==> src/rtl/p32_ctrl_pkg.sv <==
// Shared encodings for the p32 control sequencer: FSM states, trap cause codes
// and PC source selects.
package p32_ctrl_pkg;

    typedef enum logic [2:0] {
        S_IDLE   = 3'd0,
        S_FETCH  = 3'd1,
        S_DECODE = 3'd2,
        S_EXEC   = 3'd3,
        S_MEM    = 3'd4,
        S_WB     = 3'd5,
        S_TRAP   = 3'd6
    } state_e;

    localparam logic [3:0] CAUSE_INT = 4'd0;
    localparam logic [3:0] CAUSE_IBE = 4'd6;
    localparam logic [3:0] CAUSE_DBE = 4'd7;
    localparam logic [3:0] CAUSE_SYS = 4'd8;
    localparam logic [3:0] CAUSE_RI  = 4'd10;
    localparam logic [3:0] CAUSE_OV  = 4'd12;

    localparam logic [1:0] PC_NEXT   = 2'd0;
    localparam logic [1:0] PC_VECTOR = 2'd1;
    localparam logic [1:0] PC_HOLD   = 2'd2;

endpackage

==> src/rtl/p32_mem_timeout.sv <==
// Memory handshake watchdog: counts request cycles and flags the cycle on which
// the MEM_TIMEOUT-th request cycle is reached.
module p32_mem_timeout #(
    parameter int MEM_TIMEOUT = 16
) (
    input  logic m_clock,
    input  logic p_reset,
    input  logic clr_i,
    input  logic en_i,
    output logic timeout_o
);

    logic [15:0] cnt_q;

    always_ff @(posedge m_clock or posedge p_reset) begin
        if (p_reset) begin
            cnt_q <= 16'd0;
        end else if (clr_i) begin
            cnt_q <= 16'd0;
        end else if (en_i) begin
            cnt_q <= cnt_q + 16'd1;
        end
    end

    // The counter holds the number of request cycles already elapsed.
    assign timeout_o = en_i && (cnt_q == 16'(MEM_TIMEOUT - 1));

endmodule

==> src/rtl/p32_control_sequencer.sv <==
// Multi-cycle control FSM of the p32 core: fetch, decode, execute, memory,
// writeback and trap entry for one instruction at a time.
module p32_control_sequencer
    import p32_ctrl_pkg::*;
#(
    parameter int MEM_TIMEOUT = 16,
    parameter int IRQ_ENABLE  = 1
) (
    input  logic        m_clock,
    input  logic        p_reset,
    input  logic        run,
    output logic        imem_req,
    input  logic        imem_ack,
    output logic        decode,
    input  logic        dec_exception,
    input  logic [3:0]  dec_cause,
    input  logic        dec_mem_read,
    input  logic        dec_mem_write,
    input  logic        dec_reg_write,
    output logic        exec_start,
    input  logic        exec_done,
    output logic        dmem_req,
    output logic        dmem_we,
    input  logic        dmem_ack,
    output logic        reg_we,
    output logic        pc_we,
    output logic [1:0]  pc_sel,
    output logic        epc_we,
    output logic        cause_we,
    output logic [3:0]  cause_out,
    input  logic        irq,
    output logic [2:0]  state_out,
    output logic [31:0] retired
);

    state_e      state_q;
    logic [3:0]  cause_q;
    logic [31:0] retired_q;
    logic        load_q;
    logic        store_q;
    logic        regw_q;
    logic        exec_first_q;
    logic        tmo_en;
    logic        tmo_clr;
    logic        tmo_hit;
    logic        irq_take;

    // One watchdog serves both FETCH and MEM; it restarts whenever the
    // request phase ends or is not active.
    assign tmo_en  = (state_q == S_FETCH) || (state_q == S_MEM);
    assign tmo_clr = !tmo_en || tmo_hit
                   || ((state_q == S_FETCH) && imem_ack)
                   || ((state_q == S_MEM) && dmem_ack);
    assign irq_take = (IRQ_ENABLE != 0) && irq;

    p32_mem_timeout #(
        .MEM_TIMEOUT(MEM_TIMEOUT)
    ) u_tmo (
        .m_clock  (m_clock),
        .p_reset  (p_reset),
        .clr_i    (tmo_clr),
        .en_i     (tmo_en),
        .timeout_o(tmo_hit)
    );

    always_ff @(posedge m_clock or posedge p_reset) begin
        if (p_reset) begin
            state_q      <= S_IDLE;
            cause_q      <= CAUSE_INT;
            retired_q    <= 32'd0;
            load_q       <= 1'b0;
            store_q      <= 1'b0;
            regw_q       <= 1'b0;
            exec_first_q <= 1'b0;
        end else begin
            exec_first_q <= 1'b0;
            case (state_q)
                S_IDLE: if (run) state_q <= S_FETCH;
                S_FETCH: begin
                    if (imem_ack) begin
                        state_q <= S_DECODE;
                    end else if (tmo_hit) begin
                        state_q <= S_TRAP;
                        cause_q <= CAUSE_IBE;
                    end
                end
                S_DECODE: begin
                    load_q  <= dec_mem_read;
                    store_q <= dec_mem_write;
                    regw_q  <= dec_reg_write;
                    if (dec_exception) begin
                        state_q <= S_TRAP;
                        cause_q <= dec_cause;
                    end else begin
                        state_q      <= S_EXEC;
                        exec_first_q <= 1'b1;
                    end
                end
                S_EXEC: begin
                    if (exec_done) state_q <= (load_q || store_q) ? S_MEM : S_WB;
                end
                S_MEM: begin
                    if (dmem_ack) begin
                        state_q <= S_WB;
                    end else if (tmo_hit) begin
                        state_q <= S_TRAP;
                        cause_q <= CAUSE_DBE;
                    end
                end
                S_WB: begin
                    retired_q <= retired_q + 32'd1;
                    if (irq_take) begin
                        state_q <= S_TRAP;
                        cause_q <= CAUSE_INT;
                    end else begin
                        state_q <= run ? S_FETCH : S_IDLE;
                    end
                end
                S_TRAP:  state_q <= run ? S_FETCH : S_IDLE;
                default: state_q <= S_IDLE;
            endcase
        end
    end

    // Every output is decoded from registered state only.
    assign imem_req   = (state_q == S_FETCH);
    assign decode     = (state_q == S_DECODE);
    assign exec_start = (state_q == S_EXEC) && exec_first_q;
    assign dmem_req   = (state_q == S_MEM);
    assign dmem_we    = (state_q == S_MEM) && store_q;
    assign reg_we     = (state_q == S_WB) && regw_q;
    assign pc_we      = (state_q == S_WB) || (state_q == S_TRAP);
    assign pc_sel     = (state_q == S_WB)   ? PC_NEXT :
                        (state_q == S_TRAP) ? PC_VECTOR : PC_HOLD;
    assign epc_we     = (state_q == S_TRAP);
    assign cause_we   = (state_q == S_TRAP);
    assign cause_out  = cause_q;
    assign state_out  = state_q;
    assign retired    = retired_q;

endmodule

==> config.mk <==
export PLATFORM = sky130hd
export DESIGN_NAME = p32_control_sequencer
export DESIGN_NICKNAME = d
export VERILOG_FILES = /design/src/rtl/p32_ctrl_pkg.sv /design/src/rtl/p32_mem_timeout.sv /design/src/rtl/p32_control_sequencer.sv
export SDC_FILE = /design/constraint.sdc
export NUM_CORES = 1
export LEC_CHECK = 0
export CAP_MARGIN = 30
export CORE_UTILIZATION = 50
export CTS_BUF_LIST = sky130_fd_sc_hd__clkbuf_4 sky130_fd_sc_hd__clkbuf_8 sky130_fd_sc_hd__clkbuf_16
export DETAILED_ROUTE_END_ITERATION = 8
export GPL_ROUTABILITY_DRIVEN = 0
export PLACE_DENSITY = 0.76
export SLEW_MARGIN = 40
export SYNTH_ARGS = -nofsm -noshare
export SYNTH_HDL_FRONTEND = slang
export SYNTH_HIERARCHICAL = 1
export SYNTH_SLANG_ARGS = --single-unit
export TNS_END_PERCENT = 30
==> constraint.sdc <==
create_clock -name m_clock -period 3.2 [get_ports m_clock]
set_clock_uncertainty 0.2 [all_clocks]
set_input_delay 0.64 -clock m_clock [delete_from_list [all_inputs] [get_ports m_clock]]
set_output_delay 0.64 -clock m_clock [all_outputs]
set_load 0.005 [all_outputs]
**Yosys cells after proc, flatten, opt, wreduce, memory -nomap -nowiden**

Index checks and enable logic that the tools add are counted.

- Bits in registers: 59
- Output and inout port bits: 50
- Logic and storage cells: 66

- $add $sub $neg: 2
- Equal/unequal tests: 15
- Muxes and demuxes: 23
- Reductions and logical operators: 18

Operators by type and width:

| kind | number |
|---|---|
| $add A32 B1 Y32 const B | 1 |
| $mux W16 | 2 |
| $mux W4 | 6 |
| $mux W3 | 7 |
| $pmux W3 S7 | 1 |
| $add A16 B1 Y16 const B | 1 |
| $eq A16 B4 Y1 const B | 1 |
| $pmux W4 S4 | 1 |
| $ne A2 B2 Y1 const B | 5 |
| $eq A3 B3 Y1 const B | 3 |
| $reduce_and A7 Y1 | 1 |
| $eq A3 B2 Y1 const B | 2 |
| $logic_and A1 B1 Y1 | 6 |
| $logic_or A1 B1 Y1 | 6 |
| $ne A2 B1 Y1 const B | 3 |
| $mux W1 | 4 |
| $mux W2 | 2 |
| $reduce_bool A4 Y1 | 1 |
| $eq A3 B1 Y1 const B | 1 |
| $logic_not A3 Y1 | 1 |
| $reduce_and A2 Y1 | 1 |
| $reduce_bool A2 Y1 | 1 |
| $logic_not A1 Y1 | 1 |

**Depth between registers and ports, before layout**

- Depth in word-level cells: 7
- Depth in mapped cells: 14

**Hierarchy**

Netlist, hierarchy kept.

Modules (own cells, without submodules):

| module | instances | cells an instance | area each (µm²) | seq. area each (µm²) |
|---|---|---|---|---|
| p32_control_sequencer | 1 | 222 | 2182.1 | 1076.0 |
| p32_mem_timeout | 1 | 92 | 874.6 | 400.4 |

**Worst setup path before layout**

No wires, ideal clock.

- Kind: flip-flop to flip-flop
- Start point: register state_q[1] (netlist: state_out[1])
- End point: register u_tmo.cnt_q[15]
- Library setup time: 0.125 ns
- Arrival time: 2.763 ns
- Required time: 2.875 ns
- Slack: 0.112 ns
- Cell stages (with the launch flop): 15
- Buffers on the path: 2
- Period minus slack after synthesis: 3.088 ns
- Cells stage by stage: dfrtp_1 buf_2 nand2b_1 nor2_1 nor2_1 inv_1 buf_6 nand4_1 nor3_1 nor2_1 nand2_1 o21ai_4 nor2_1 and3_1 mux2_2

- Cells in the longest elaborated chain, start to end: 7

Ends and longest elaborated chain:

| element | line | source |
|---|---|---|
| from (decl) | p32_control_sequencer.sv:36 | `state_e state_q;` |
| from (signal assigned) | p32_control_sequencer.sv:100 | `if (exec_done) state_q <= (load_q \|\| store_q) ? S_MEM : S_WB;` |
| from (signal assigned) | p32_control_sequencer.sv:116 | `state_q <= run ? S_FETCH : S_IDLE;` |
| from (signal assigned) | p32_control_sequencer.sv:119 | `S_TRAP: state_q <= run ? S_FETCH : S_IDLE;` |
| $eq A3 B3 Y1 (*) | - |  |
| net dmem_req | p32_control_sequencer.sv:22 | `output logic dmem_req,` |
| $logic_or A1 B1 Y1 (*) | p32_control_sequencer.sv:50 | `assign tmo_en = (state_q == S_FETCH) \|\| (state_q == S_MEM);` |
| net tmo_en | p32_control_sequencer.sv:43 | `logic tmo_en;` |
| $logic_and A1 B1 Y1 (*) | p32_mem_timeout.sv:26 | `assign timeout_o = en_i && (cnt_q == 16'(MEM_TIMEOUT - 1));` |
| net tmo_hit | p32_control_sequencer.sv:45 | `logic tmo_hit;` |
| $logic_or A1 B1 Y1 (*) | p32_control_sequencer.sv:51 | `assign tmo_clr = !tmo_en \|\| tmo_hit` |
| $logic_or A1 B1 Y1 (*) | p32_control_sequencer.sv:52 | `\|\| ((state_q == S_FETCH) && imem_ack)` |
| $logic_or A1 B1 Y1 (*) | p32_control_sequencer.sv:53 | `\|\| ((state_q == S_MEM) && dmem_ack);` |
| net tmo_clr | p32_control_sequencer.sv:44 | `logic tmo_clr;` |
| $mux W16 / $reduce_bool A2 Y1 (equally long branches) | - |  |
| to (signal assigned) | p32_mem_timeout.sv:21 | `cnt_q <= cnt_q + 16'd1;` |
| to (decl) | p32_mem_timeout.sv:13 | `logic [15:0] cnt_q;` |

Mark *: on every way through the listed nets, which the timed path passes. The rest lies on a longest branch.
A chain may end at the register's enable or synchronous reset.

**Worst setup path in the final report**

- Start point: register state_q[2] (netlist: state_out[2])
- End point: register u_tmo.cnt_q[11]

- Cells in the longest elaborated chain, start to end: 7

Ends and longest elaborated chain:

| element | line |
|---|---|
| $eq A3 B1 Y1 / $eq A3 B3 Y1 (equally long branches) | p32_control_sequencer.sv:50 |
| $logic_or A1 B1 Y1 (*) | p32_control_sequencer.sv:50 |
| net tmo_en | p32_control_sequencer.sv:43 |
| $logic_and A1 B1 Y1 (*) | p32_mem_timeout.sv:26 |
| net tmo_hit | p32_control_sequencer.sv:45 |
| $logic_or A1 B1 Y1 (*) | p32_control_sequencer.sv:51 |
| $logic_or A1 B1 Y1 (*) | p32_control_sequencer.sv:52 |
| $logic_or A1 B1 Y1 (*) | p32_control_sequencer.sv:53 |
| net tmo_clr | p32_control_sequencer.sv:44 |
| $mux W16 / $reduce_bool A2 Y1 (equally long branches) | - |

Marked as above.

==> metrics.md <==
| Metric | Value |
|---|---|
| Status | `finished clean` |
| Yosys reg bits | `59` |
| Maxcap violations | `0` |
| CTS Buffer Depth | `2` |
| Starting Density | `51.6%` |
| Rel. slew slack | `58.5%` |
| Commonest cells after routing, fill and taps aside | `clkdlybuf4s50_1 (64), dfrtp_1 (59), nand2_1 (38)` |
| Fmax | `352 MHz` |
| Hold Path Sink | `retired[31]` |
| Inst Count DP | `453` |
| DRC errors left | `0` |
| I/O Buffers | `64` |
| ANT nets after route | `0` |
| HPWL after DPL | `4.69 mm` |
| Critical path's slowest cell | `dfrtp_1` |
| Final hold vios | `0` |
| Vias in the first global route | `2341` |
| P&R area growth vs syn | `30.7%` |
| I/O Pins | `65` |
| Flop2flop setup slack | `0.36 ns` |
| Die ar. | `6430 µm²` |
| Post-synth EDFFs | `0` |
| Cell mode on critical path | `nor2_1` |
| Logic pwr share | `35.9%` |
| Hold_sp | `retired[31]` |
| CP top delay family | `simple AND/OR/NAND/NOR gates` |
| Pwr dens | `596 nW/µm²` |
| Die Wd | `80.2 µm` |
| WP data arrival | `2.85 ns` |
| Drt pass-1 iters | `4` |
| Setup TNS | `0 ns` |
| Layout filler cell count | `464` |
| DRT iter0 DRCs | `139` |
| Leading cell type in the layout, fill and taps excluded | `clkdlybuf4s50_1` |
| Antenna violations before repair | `0` |
| Via density per instance | `5.26` |
| CTS root buf | `clkbuf_8` |
| Antenna fix cells | `0` |
| Endpoints failing setup | `0` |
| Ys flop type | `dfrtp_1` |
| Worst setup EP type | `flip-flop` |
| Fin crit share | `88.9%` |
| Critical path class | `flip-flop to flip-flop` |
| Num CTS Buffers | `9` |
| Worst slew pin tran | `0.622 ns` |
| VDD IR max | `388 µV` |
| Sw Share | `32.8%` |
| Vias | `2464` |
| Tmin final | `2.84 ns` |
| Layout cells sized above 1 | `11.2%` |
| Ys async rst share | `100%` |
| Reg-to-reg startpoint | `state_out[2]` |
| RSZ-0062 raised after global routing | `no` |
| WP data required | `3.21 ns` |
| Cell Chain, Critical Path | `nor2b_1 > nor2b_2 > nor2_1 > inv_1 > nand4_1 > nor3_1 > nor2_1 > nand2_1 > o21ai_4 > nor4_1 > a21oi_1 > a31o_2` |
| Bufs and invs on worst path | `1` |
| Clk_lat worst skew | `0.32 ns` |
| Cells after Synth | `314` |
| Clk pin slew, worst setup/hold paths | `0.06 ns` |
| Layout Cells excl Fill | `468` |
| Reg power frac | `38.4%` |
| Setup crit start kind | `flip-flop` |
| Worst-path fanout max | `9` |
| Worst hold stages | `1` |
| Net Sw Power | `780 µW` |
| Die H | `80.2 µm` |
| FP Rows | `28` |
| Core Area | `5920 µm²` |
| Yosys warning total | `6` |
| Netlist Area Pre-Place | `3060 µm²` |
| CTS tree | `yes` |
| Largest net degree at the start of global routing | `26` |
| GRT Util Overall | `22.3%` |
| Leak | `1.84 nW` |
| Max Slew Vio Count | `0` |
| H-tree levels | `3` |
| Hold_ws | `0.263 ns` |
| FF-to-FF End | `u_tmo/cnt_q[11]` |
| R2R cell count | `12` |
| Postcts setup bufs | `0` |
| Crit-path max cell delay | `0.43 ns` |
| Nets | `406` |
| Post-Syn Nets | `331` |
| Final Core Density | `67.5%` |
| Hold WC Path Type | `flip-flop to flip-flop` |
| Clock Power Share | `25.7%` |
| CTS sink cnt | `59` |
| First-pass GRT wire length | `10.9 mm` |
| Total Power | `2.38 mW` |
| Yosys cell types | `48` |
| Seq/Total Area, Yosys | `48.3%` |
| Total wire length | `6.58 mm` |
| Synthesized area per cell | `9.73 µm²` |
| Grt total ovfl | `0` |
| Average wire per standard cell | `14.1 µm` |
| Int Pwr | `1.60 mW` |
layout make-up:
type / instances / area, µm² / area share, %
Sequential cell: 59 / 1480 / 36.9
Multi-Input combinational cell: 228 / 1460 / 36.6
Timing Repair Buffer: 74 / 716 / 17.9
Clock buffer: 13 / 173 / 4.32
Tap cell: 75 / 93.8 / 2.35
Inverter: 17 / 65.1 / 1.63
Clock inverter: 2 / 10.0 / 0.250
cells by family after synthesis:
kind of cell	Yosys count	share of synthesized area, %
buffers and inverters	27	3.93
muxes	8	2.66
xor gates and xnor gates	41	11.7
adders and majority gates	2	0.819
and+or+nand+nor	151	26.9
DFF	59	48.3
AOI/OAI and AO/OA	26	5.69
registers in the layout, summed over array words and instances (netlist names):
register / flops
cause_out: 4
load_q: 1
state_out: 3
store_q: 1
retired: 32
exec_first_q: 1
u_tmo/cnt_q: 16
regw_q: 1
cells in the mapped netlist, types with 3 or more instances:
cell / instances / area, µm²
and3_1: 6 / 37.5
xor2_1: 16 / 140
and2_1: 5 / 31.3
nand3_1: 8 / 40.0
dfrtp_1: 59 / 1480
nand4_1: 10 / 62.6
nor2b_1: 4 / 25.0
nor2_1: 36 / 135
mux2i_1: 7 / 70.1
nor4_1: 7 / 43.8
a21oi_1: 9 / 45.0
and4_1: 3 / 26.3
buf_2: 3 / 15.0
nand2_1: 38 / 143
inv_1: 17 / 63.8
nand2b_1: 6 / 37.5
a31o_2: 3 / 26.3
xnor2_1: 25 / 219
o21ai_0: 6 / 30.0
nor3_1: 12 / 60.1
power groups by stage:
stage | Combinational, mW | Sequential, mW | Clock, mW
floorplan | 0.512 | 0.910 | 0
global placement | 0.838 | 0.923 | 0
detailed placement | 0.855 | 0.922 | 0
CTS | 0.860 | 0.912 | 0.634
global route | 0.945 | 0.931 | 0.670
finish | 0.855 | 0.914 | 0.613
layer usage:
layer / vias to the layer above / global-route usage (%) / share of wire [%]
li1: 1218 / - / -
met1: 1183 / 29.8 / 47
met2: 59 / 34.0 / 47
met3: 4 / 6.02 / 4.5
met4: 0 / 9.46 / 0.77
met5: - / 0 / 0
what timing repair did:
item | 4_1_cts | 5_1_grt
hold buffers | 0 | 0
gates resized for setup | 0 | 1
setup endpoints to repair | 0 | 1
metrics by stage:
stage / area (µm²) / setup WS (ns)
3_5_place_dp: 3810 / 0.292
2_1_floorplan: 3060 / 0.112
5_1_grt: 4000 / 0.0714
6_report: 4000 / 0.355
3_3_place_gp: 3810 / 0.495
4_1_cts: 3990 / 0.287
worst max path at each step:
stage | startpoint | to | slack [ns] | cells after the start
floorplan | state_out[1] | u_tmo/cnt_q[15] | 0.11 | 14
global placement | state_out[2] | u_tmo/cnt_q[11] | 0.50 | 12
detailed placement | state_out[2] | u_tmo/cnt_q[11] | 0.29 | 12
CTS | state_out[2] | u_tmo/cnt_q[11] | 0.29 | 12
global route | state_out[2] | u_tmo/cnt_q[11] | 0.07 | 12
finish | state_out[2] | u_tmo/cnt_q[11] | 0.36 | 12
(Power assumes the default switching activity.)
